## src/rtl/cpu_clk_pkg.sv

```systemverilog
// Shared encodings and defaults for the CPU clock/step controller.
package cpu_clk_pkg;

  // Operating modes selected by the board switches (2'b11 also behaves as hold)
  localparam logic [1:0] MODE_RUN  = 2'b00;
  localparam logic [1:0] MODE_STEP = 2'b01;
  localparam logic [1:0] MODE_HOLD = 2'b10;

  // FSM state encodings
  localparam logic [1:0] ST_IDLE = 2'b00;
  localparam logic [1:0] ST_HIGH = 2'b01;
  localparam logic [1:0] ST_LOW  = 2'b10;

  // Default configuration: half-periods in board clock cycles
  localparam int          DEF_CNT_W = 32;
  localparam int unsigned DEF_DIV0  = 32'd10000;
  localparam int unsigned DEF_DIV1  = 32'd100000;
  localparam int unsigned DEF_DIV2  = 32'd1000000;
  localparam int unsigned DEF_DIV3  = 32'd10000000;

  // A zero half-period would never terminate a phase, so it is promoted to 1
  function automatic int unsigned div_floor1(input int unsigned d);
    int unsigned r;
    if (d == 32'd0) begin
      r = 32'd1;
    end else begin
      r = d;
    end
    return r;
  endfunction

endpackage

```

## src/rtl/sync_edge.sv

```systemverilog
// Multi-flop synchroniser followed by a rising-edge detector for an
// asynchronous level input such as a push button.
module sync_edge #(
  parameter int STAGES = 2
) (
  input  logic i_clk,
  input  logic i_rst_n,
  input  logic i_d,
  output logic o_rise
);

  // Depth below two gives no metastability protection, so clamp it
  localparam int L_STAGES = (STAGES < 2) ? 2 : STAGES;

  logic [L_STAGES-1:0] r_sync;
  logic                r_prev;

  // Shift the raw input through the synchroniser and remember the last synced level
  always_ff @(posedge i_clk or negedge i_rst_n) begin
    if (!i_rst_n) begin
      r_sync <= {L_STAGES{1'b0}};
      r_prev <= 1'b0;
    end else begin
      r_sync <= {r_sync[L_STAGES-2:0], i_d};
      r_prev <= r_sync[L_STAGES-1];
    end
  end

  // One-cycle pulse on a 0->1 transition of the synchronised level
  assign o_rise = r_sync[L_STAGES-1] & ~r_prev;

endmodule

```

## src/rtl/cpu_clk_gen.sv

```systemverilog
// CPU clock and step controller: divides the board clock by a run-time
// selectable half-period, with run / single-step / hold modes and a count of
// generated CPU clock cycles. The active half-period is latched at the start
// of each high phase so rate changes never produce a runt or stretched pulse.
// Every DIVn must fit in CNT_W bits; larger values are a configuration error.
module cpu_clk_gen
  import cpu_clk_pkg::*;
#(
  parameter int          CNT_W       = DEF_CNT_W,
  parameter int unsigned DIV0        = DEF_DIV0,
  parameter int unsigned DIV1        = DEF_DIV1,
  parameter int unsigned DIV2        = DEF_DIV2,
  parameter int unsigned DIV3        = DEF_DIV3,
  parameter int          SYNC_STAGES = 2
) (
  input  logic             clk,
  input  logic             clr,
  input  logic [1:0]       hz_sel,
  input  logic [1:0]       mode,
  input  logic             go,
  output logic             clk_n,
  output logic             tick,
  output logic             running,
  output logic [CNT_W-1:0] cycle_cnt
);

  localparam logic [CNT_W-1:0] L_ZERO = {CNT_W{1'b0}};
  localparam logic [CNT_W-1:0] L_ONE  = CNT_W'(32'd1);
  localparam logic [CNT_W-1:0] L_DIV0 = CNT_W'(div_floor1(DIV0));
  localparam logic [CNT_W-1:0] L_DIV1 = CNT_W'(div_floor1(DIV1));
  localparam logic [CNT_W-1:0] L_DIV2 = CNT_W'(div_floor1(DIV2));
  localparam logic [CNT_W-1:0] L_DIV3 = CNT_W'(div_floor1(DIV3));

  logic [1:0]       r_state;
  logic [CNT_W-1:0] r_cnt;
  logic [CNT_W-1:0] r_div;
  logic             r_clk_n;
  logic             r_tick;
  logic             r_running;
  logic [CNT_W-1:0] r_cycle;

  logic [1:0]       w_state_nxt;
  logic [CNT_W-1:0] w_cnt_nxt;
  logic [CNT_W-1:0] w_div_nxt;
  logic [CNT_W-1:0] w_sel_div;
  logic             w_start;
  logic             w_at_end;
  logic             w_go_rise;

  sync_edge #(
    .STAGES (SYNC_STAGES)
  ) u_go_sync (
    .i_clk   (clk),
    .i_rst_n (clr),
    .i_d     (go),
    .o_rise  (w_go_rise)
  );

  // Rate table lookup; only consumed when a new period starts
  always_comb begin
    w_sel_div = L_DIV0;
    case (hz_sel)
      2'd0:    w_sel_div = L_DIV0;
      2'd1:    w_sel_div = L_DIV1;
      2'd2:    w_sel_div = L_DIV2;
      2'd3:    w_sel_div = L_DIV3;
      default: w_sel_div = L_DIV0;
    endcase
  end

  // Last count of the current phase, against the half-period latched for this period
  assign w_at_end = (r_cnt == (r_div - L_ONE));

  // Next-state logic: IDLE waits for run mode or an accepted step edge, HIGH and
  // LOW each last one latched half-period, and the end of LOW decides run vs stop
  always_comb begin
    w_state_nxt = r_state;
    w_cnt_nxt   = r_cnt;
    w_div_nxt   = r_div;
    w_start     = 1'b0;
    case (r_state)
      ST_IDLE: begin
        w_cnt_nxt = L_ZERO;
        if ((mode == MODE_RUN) || ((mode == MODE_STEP) && w_go_rise)) begin
          w_state_nxt = ST_HIGH;
          w_div_nxt   = w_sel_div;
          w_start     = 1'b1;
        end else begin
          w_state_nxt = ST_IDLE;
        end
      end
      ST_HIGH: begin
        if (w_at_end) begin
          w_state_nxt = ST_LOW;
          w_cnt_nxt   = L_ZERO;
        end else begin
          w_cnt_nxt = r_cnt + L_ONE;
        end
      end
      ST_LOW: begin
        if (w_at_end) begin
          w_cnt_nxt = L_ZERO;
          if (mode == MODE_RUN) begin
            w_state_nxt = ST_HIGH;
            w_div_nxt   = w_sel_div;
            w_start     = 1'b1;
          end else begin
            w_state_nxt = ST_IDLE;
          end
        end else begin
          w_cnt_nxt = r_cnt + L_ONE;
        end
      end
      default: begin
        w_state_nxt = ST_IDLE;
        w_cnt_nxt   = L_ZERO;
      end
    endcase
  end

  // State, counters and registered output decode of the next state
  always_ff @(posedge clk or negedge clr) begin
    if (!clr) begin
      r_state   <= ST_IDLE;
      r_cnt     <= L_ZERO;
      r_div     <= L_DIV0;
      r_clk_n   <= 1'b0;
      r_tick    <= 1'b0;
      r_running <= 1'b0;
      r_cycle   <= L_ZERO;
    end else begin
      r_state   <= w_state_nxt;
      r_cnt     <= w_cnt_nxt;
      r_div     <= w_div_nxt;
      r_clk_n   <= (w_state_nxt == ST_HIGH);
      r_tick    <= w_start;
      r_running <= (w_state_nxt != ST_IDLE);
      if (w_start) begin
        r_cycle <= r_cycle + L_ONE;
      end else begin
        r_cycle <= r_cycle;
      end
    end
  end

  assign clk_n     = r_clk_n;
  assign tick      = r_tick;
  assign running   = r_running;
  assign cycle_cnt = r_cycle;

endmodule
```

## config.mk

```make
export PLATFORM = sky130hd
export DESIGN_NAME = cpu_clk_gen
export DESIGN_NICKNAME = d
export VERILOG_FILES = /design/src/rtl/cpu_clk_pkg.sv /design/src/rtl/sync_edge.sv /design/src/rtl/cpu_clk_gen.sv
export SDC_FILE = /design/constraint.sdc
export NUM_CORES = 1
export LEC_CHECK = 0
export BUFFER_PORTS_ARGS = -buffer_cell sky130_fd_sc_hd__buf_4
export CORE_ASPECT_RATIO = 1.4
export CORE_MARGIN = 8
export CORE_UTILIZATION = 50
export DETAILED_ROUTE_END_ITERATION = 12
export PLACE_DENSITY = 0.67
export SYNTH_ARGS = -nofsm -noshare
export SYNTH_HDL_FRONTEND = slang
export SYNTH_SLANG_ARGS = --single-unit
```

## constraint.sdc

```tcl
create_clock -name clk -period 3.3 [get_ports clk]
set_input_delay 0.66 -clock clk [delete_from_list [all_inputs] [get_ports clk]]
set_output_delay 0.66 -clock clk [all_outputs]
set_load 0.03 [all_outputs]
```

-- Word level (Yosys, flattened, before mapping)
Cells that the tools add are included.
- bits in registers: 104
- logic and storage cells: 50
- mux-type cells: 16
- reductions and logical operators: 9
- add/sub/neg operators: 3
- bitwise gates (word level): 2
- equality and inequality tests: 11
- operators with widths (operator ; number):
    $mux 32 ; 5
    $pmux 32 s4 ; 1
    $add 32x1->32 const B ; 2
    $pmux 32 s2 ; 1
    $eq 32x32->1 ; 1
    $sub 32x1->32 const B ; 1
    $eq 2x1->1 const B ; 4
    $eq 2x2->1 const B ; 3
    $logic_not 2->1 ; 3
    $ne 2x2->1 const B ; 3
    $pmux 2 s3 ; 1
    $mux 1 ; 5
    $mux 2 ; 2
    $reduce_and 4->1 ; 1
    $reduce_bool 2->1 ; 2
    $pmux 1 s2 ; 1
    $reduce_or 2->1 ; 1
    $and 1x1->1 ; 1
    $logic_and 1x1->1 ; 1
    $logic_or 1x1->1 ; 1
    $not 1->1 ; 1

-- Longest topological paths before layout
Gate-level depths: netlist of the first run.
- depth after elaboration: 7
- gate-level depth with buffers: 10
- gate-level depth less buffers: 9

-- Modules after synthesis
Synthesis of the first run repeated with hierarchy kept, for this count alone.
- cells, all modules: 393
- area, all modules: 4095.2 sq um
- by module, submodules not included (module ; cells an instance ; area each (sq um) ; instances):
    cpu_clk_gen ; 389 ; 4006.3 ; 1
    sync_edge ; 4 ; 88.8 ; 1

-- Worst setup path before layout of the first run
OpenSTA, ideal clock, no wires.
- kind: register to register
- start point: reg r_div[13]
- end point: reg r_cycle[1], in the netlist cycle_cnt[1]
- setup slack: 0.671 ns
- path buffers: 1
- clock period less this slack: 2.629 ns
- stages on the path, launching flop included: 11
- data arrival time: 2.504 ns
- data required time: 3.175 ns
- cells stage by stage: dfstp_2 -> inv_1 -> ha_1 -> nor2b_1 -> or3_1 -> a31oi_1 -> nand4_4 -> and2_0 -> clkbuf_1 -> inv_1 -> mux2_2
- longest elaborated chain between the ends: 4
- RTL lines (item ; line ; RTL):
    from (decl) ; cpu_clk_gen.sv:36 ; logic [CNT_W-1:0] r_div;
    from (signal assigned) ; cpu_clk_gen.sv:134 ; r_div <= w_div_nxt;
    $sub 32x1->32 ; cpu_clk_gen.sv:72 ; assign w_at_end = (r_cnt == (r_div - L_ONE));
    $eq 32x32->1 ; cpu_clk_gen.sv:72 ;
    $mux 1 ; cpu_clk_gen.sv:101 ; if (w_at_end) begin
    $pmux 1 s2 ; cpu_clk_gen.sv:81 ; case (r_state)
    net w_start ; cpu_clk_gen.sv:46 ; logic w_start;
    to (signal assigned) ; cpu_clk_gen.sv:139 ; r_cycle <= r_cycle + L_ONE;
    to (signal assigned) ; cpu_clk_gen.sv:141 ; r_cycle <= r_cycle;
    to (decl) ; cpu_clk_gen.sv:40 ; logic [CNT_W-1:0] r_cycle;
The timed path passes the listed nets, and every way through them passes these cells.
A chain may end at the register's enable or synchronous reset.

-- Final worst setup path of the first run
- start point: reg r_div[13]
- end point: reg r_div[16]
- longest elaborated chain between the ends: 4
- RTL lines (item ; line):
    $sub 32x1->32 ; cpu_clk_gen.sv:72
    $eq 32x32->1 ; cpu_clk_gen.sv:72
    $ne 2x2->1 (no source line) ; -
    $reduce_and 4->1 (no source line) ; -
Every way passes these cells.

==> run metrics, run 1 <==
Clock Path Buffers 2; Post-Syn Area 4228 sq um; Reg area 2004 sq um; RSZ-0062 raised after global routing no; Max Fclk 350.3 MHz; Final nets 479; first-pass GRT wire length 15.84 mm; GRT Residual Overflow 0; leading post-synthesis cells by cell area dfrtp_1, xor2_1, xnor2_1; Worst EP required 3.52 ns; GRT Total Usage 0.1682; most frequent cell after synthesis dfrtp_1; placed cells 551; Yosys reg bits 80; Crit Path Class reg2reg; Iter 0 DRT Violations 136; Die Area 11700 sq um; vias in the first global route 3315; area share of fa/ha/maj cells after synthesis 0.03551; Mean Syn Cell Area 10.16 sq um; CTS sink cnt 80; XOR/XNOR Fraction of Synth Area 0.1471; critical path startpoint category flop; Synth async-reset ratio 1.000; HP Class reg2reg; CTS buffer count 9; CTS root buf clkbuf_16; worst setup margin 0.4451 ns; Post-synth top cells dfrtp_1, nor2_1, xor2_1, nand3_1, xnor2_1; yosys warns 0; drt drc 0; Port Buffer Count 41; worst vdd ir 0.3588 mV; Synth area leader dfrtp_1; fin util 0.6021; mux cell area share after synthesis 0.02338; commonest register cell after synthesis dfrtp_1; period utilization 0.8651; routability cong. 0.8214; Layout Skew 0.005255 ns; leakage power 2.434 nW; post_cts resized 0; post-layout min period 2.855 ns; layout cell share with drive strength beyond 1 0.1763; Multi-input gate area 2103 sq um; Synth-to-Final Area Change 16.75%; final wirelength 9.308 mm; Post-DRT Antenna Nets 0; drt pass-1 iters 4; Syn Inst Count 416; later-pin clock latency in the skew report 0.33 ns; crit end category flop; Worst Tran Pin Value 1.009 ns; # rows 39; Setup Buffers After CTS 0; final setup violation count 0; CP max stage cell dfstp_2; initial antenna violation count 0; die width 93.72 microns; sequential share of the synthesized area 0.4741; Die Height 124.8 microns; largest family of logic cells by synthesized area simple AND/OR/NAND/NOR gates; largest net degree at the start of global routing 81; status finished, final reports clean; Max Slew Vio Count 0; clock transition at the registers of the reported paths 0.06 ns; CTS Hold Bufs 0; setup_tns 0 ns; Final Hold Fails 0; WL/cell 16.42 microns; Ports 42; Ant. Diodes 0; dpl ws 0.4401 ns; hpwl dp 6.561 mm; fraction of the mapped netlist area in compound gates 0.08109; Max Cap Violations 0; delay of the slowest cell on the worst path 0.59 ns; Synth Net Count 435; DR vias/cell 5.698; PwrDens 395.5 nW/um^2; Worst Path Max Fanout 17; CTS tree yes; share of the synthesized area in the top cell type 0.4617; Non-Filler Instances 567; Filler cells 708; starting density of the core 0.5157; worst path cell trace inv_1 -> ha_1 -> nor2b_1 -> or3_1 -> a31oi_1 -> nand4_4 -> buf_4 -> o21ai_2 -> mux2_2; Post-Synth Simple-Gate Area 0.2104; normalized max-slew margin 0.3272; H-Tree Depth 3; CORE AREA 8198 sq um; Synth cell types 43; CP arrival 3.07 ns; via count 3231; EDFF count, synth 0
layer usage:
metal  wire [microns]  GRT usage
met1             3680     0.1857
met2             5040     0.2931
met3              386    0.04041
met4              199    0.07404
met5                0          0
critical path, delay by kind of cell (launching register included):
family / cells / cell delay, ns
flip-flops: 1 / 0.59
AO/OA/AOI/OAI: 2 / 0.61
AND/OR/NAND/NOR: 3 / 0.62
multiplexers: 1 / 0.39
adder cells (fa/ha/maj): 1 / 0.23
buffers and inverters: 2 / 0.29
stage by stage:
step,cell area [sq um],hold WS (ns),power (mW)
after CTS,4936,0.3481,1.977
after global placement,4652,0.3344,1.035
after detailed placement,4652,0.3347,1.036
after floorplan,4228,0.3312,1.007
after global routing,4936,0.3657,2.025
final,4936,0.3469,1.952
cell families after synthesis:
logic type,Yosys count
flops,80
xor+xnor,71
buf+inv,29
simple gates,170
mux,9
fa+ha+maj,12
compound gates,45
state kept, by name, indices dropped and copies added, names as in the netlist:
signal            cells
clk_n                 1
cycle_cnt            32
r_cnt                32
r_div                 8
r_state               2
running               1
tick                  1
u_go_sync.r_prev      1
u_go_sync.r_sync      2
layout make-up:
type                            instances  share of cell area
Multi-Input combinational cell        307              0.4261
Timing Repair Buffer                   49             0.07452
Sequential cell                        80              0.4061
Clock inverter                          5            0.006337
Inverter                               13            0.009886
Tap cell                              102             0.02586
Clock buffer                           11             0.05120
report_power, final:
group          total, mW  internal [mW]  switching [mW]
combinational     0.0324        0.00770          0.0247
clock              0.936          0.547           0.389
sequential         0.984          0.983        0.000560
total               1.95           1.54           0.414
worst paths after layout:
check,from,endpoint,slack [ns],depth (start not counted)
min in group asynchronous,clr,cycle_cnt[18]$_DFFE_PN0P_,0.49,1
min,u_go_sync.r_sync[0]$_DFF_PN0_,u_go_sync.r_sync[1]$_DFF_PN0_,0.35,0
max reg2reg,r_div[13]$_DFFE_PN1P_,r_div[16]$_DFFE_PN0P_,0.45,9
min reg2reg,u_go_sync.r_sync[0]$_DFF_PN0_,u_go_sync.r_sync[1]$_DFF_PN0_,0.35,0
max in group asynchronous,clr,running$_DFF_PN0_,2.15,1
max,r_div[13]$_DFFE_PN1P_,r_div[16]$_DFFE_PN0P_,0.45,9
cells in the final DEF, fill, tap and decap left out, types with 12 or more instances in the layout:
| cell | netlist | layout |
|---|---|---|
| dfrtp_1 | 78 | 78 |
| nor2_1 | 50 | 50 |
| buf_4 | 0 | 49 |
| xor2_1 | 48 | 48 |
| nand3_1 | 27 | 27 |
| xnor2_1 | 23 | 23 |
| nand4_1 | 20 | 20 |
| and3_1 | 18 | 18 |
| nand2_1 | 17 | 17 |
| a21oi_1 | 17 | 17 |
| inv_1 | 13 | 13 |
| ha_1 | 12 | 12 |
No activity file was read; power rests on OpenSTA's default activity.
==> run 2: changes to the inputs <==
--- a/config.mk
+++ b/config.mk
@@ -10,7 +10,7 @@
 export CORE_MARGIN = 8
 export CORE_UTILIZATION = 50
 export DETAILED_ROUTE_END_ITERATION = 12
-export PLACE_DENSITY = 0.67
+export PLACE_DENSITY = 0.7
 export SYNTH_ARGS = -nofsm -noshare
 export SYNTH_HDL_FRONTEND = slang
 export SYNTH_SLANG_ARGS = --single-unit
==> run metrics, run 2 (synthesis results as in run 1) <==
CORE AREA 8198 sq um (unchanged); routability cong. 0.8026 (-2.3%); worst vdd ir 0.2870 mV (-20%); clock transition at the registers of the reported paths 0.06 ns (about the same); Worst Path Max Fanout 17 (unchanged); worst setup margin 0.4459 ns (+0.0008300 ns); layout cell share with drive strength beyond 1 0.1746 (-0.001775); Post-DRT Antenna Nets 0 (unchanged); Hold WS 0.3463 ns (-0.0006040 ns); PwrDens 419.9 nW/um^2 (+6.2%); Multi-input gate area 2103 sq um (unchanged); CTS tree yes; Synth-to-Final Area Change 17.46%; normalized max-slew margin 0.3377 (+0.01049); setup_tns 0 ns (unchanged); Setup Buffers After CTS 0 (unchanged); Ports 42 (unchanged); Reg area 2004 sq um (unchanged); Max Slew Vio Count 0 (unchanged); placed cell areas 4644 sq um (-0.16%); worst path cell trace inv_1 -> ha_1 -> nor2b_1 -> or3_1 -> a31oi_1 -> nand4_4 -> buf_4 -> o21ai_2 -> mux2_2; design area 4966 sq um (+0.61%); Layout Skew 0.008899 ns (+0.003644 ns); Die Height 124.8 microns (unchanged); post_cts resized 0 (unchanged); final setup violation count 0 (unchanged); Ant. Diodes 0 (unchanged); Port Buffer Count 41 (unchanged); most common cell after layout, fill and taps aside dfrtp_1; Final nets 478 (-0.21%); drt drc 0 (unchanged); Worst Tran Pin Value 0.9935 ns (-0.01573 ns); DR vias/cell 5.594 (-1.8%); CP max stage cell dfstp_2; RSZ-0062 raised after global routing no; via count 3166 (-2.0%); Worst EP required 3.52 ns (about the same); # rows 39 (unchanged); later-pin clock latency in the skew report 0.34 ns (about the same); dpl ws 0.4367 ns (-0.003431 ns); period utilization 0.8649 (about the same); GRT Total Usage 0.1648 (-0.003400); CTS buffer count 9 (unchanged); critical path startpoint category flop; Crit Path Class reg2reg; final wirelength 9.261 mm (-0.50%); delay of the slowest cell on the worst path 0.59 ns (about the same); Final Hold Fails 0 (unchanged); initial antenna violation count 0 (unchanged); largest net degree at the start of global routing 81 (unchanged); Max Fclk 350.4 MHz (about the same); crit end category flop; Iter 0 DRT Violations 122 (-10%); WL/cell 16.36 microns (-0.33%); CTS sink cnt 80 (unchanged); drt pass-1 iters 4 (unchanged); starting density of the core 0.5157 (unchanged); Max Cap Violations 0 (unchanged); GRT Residual Overflow 0 (unchanged); Filler cells 697 (-1.6%); leakage power 2.447 nW (+0.53%); most frequent cells in the layout dfrtp_1, nor2_1, xor2_1, buf_4, nand3_1; die width 93.72 microns (unchanged); CTS root buf clkbuf_16; status finished, final reports clean; HP Class reg2reg; Die Area 11700 sq um (unchanged); post-layout min period 2.854 ns (-0.0008300 ns); hpwl dp 6.531 mm (-0.45%); CTS Hold Bufs 0 (unchanged); CP arrival 3.08 ns (about the same); vias in the first global route 3265 (-1.5%); Clock Path Buffers 2 (unchanged); H-Tree Depth 3 (unchanged); first-pass GRT wire length 15.57 mm (-1.7%)
==> run 2: cell types whose count changed in the layout (fill, tap and decap cells not counted) <==
cell	previous run	this run
buf_4	49	48
bufinv_16	0	2
clkbuf_8	2	1
clkinv_4	1	0
==> run 2: cell type report <==
cell class / instances / share of cell area
multi-input combinational: 307 / 0.4235
tap: 102 / 0.02570
clock buffer: 10 / 0.04812
clock inverter: 6 / 0.01663
inverter: 13 / 0.009826
timing repair buffer: 48 / 0.07256
sequential: 80 / 0.4036
==> run 2: per-layer routing <==
layer / vias up / global-route usage / share of wire
li1: 1549 / - / -
met1: 1531 / 0.1833 / 0.41
met2: 65 / 0.2807 / 0.52
met3: 21 / 0.03317 / 0.040
met4: 0 / 0.09372 / 0.029
met5: - / 0 / 0
==> run 2: stage by stage <==
step / total power, mW / util / std cells
2_1_floorplan: 1.007 / - / 416
3_3_place_gp: 1.035 / 0.5665 / 550
3_5_place_dp: 1.035 / 0.5665 / 550
4_1_cts: 2.109 / 0.6058 / 566
5_1_grt: 2.151 / 0.6058 / 566
6_report: 2.085 / 0.6058 / 566
==> run 2: report_power, final <==
part / total [mW] / switching, mW / internal [mW]
Combinational: 0.0319 / 0.0243 / 0.00762
Clock: 1.07 / 0.391 / 0.678
Sequential: 0.983 / 0.000495 / 0.983
==> run 2: worst paths after layout <==
kind	from	to	slack [ns]	depth (start not counted)
worst max register to register	r_div[13]$_DFFE_PN1P_	r_div[20]$_DFFE_PN0P_	0.45	9
worst min-delay path	u_go_sync.r_sync[0]$_DFF_PN0_	u_go_sync.r_sync[1]$_DFF_PN0_	0.35	0
max in group asynchronous	clr	r_cnt[24]$_DFF_PN0_	2.18	1
min in group asynchronous	clr	cycle_cnt[17]$_DFFE_PN0P_	0.50	1
worst min register to register	u_go_sync.r_sync[0]$_DFF_PN0_	u_go_sync.r_sync[1]$_DFF_PN0_	0.35	0
worst max-delay path	r_div[13]$_DFFE_PN1P_	r_div[20]$_DFFE_PN0P_	0.45	9
==> run 2: critical path, delay by kind of cell, from the launching register on <==
family,cells,cell delay (ns)
AOI/OAI and AO/OA,2,0.61
adders and majority gates,1,0.23
buffers and inverters,2,0.29
DFF,1,0.59
muxes,1,0.39
and+or+nand+nor,3,0.63
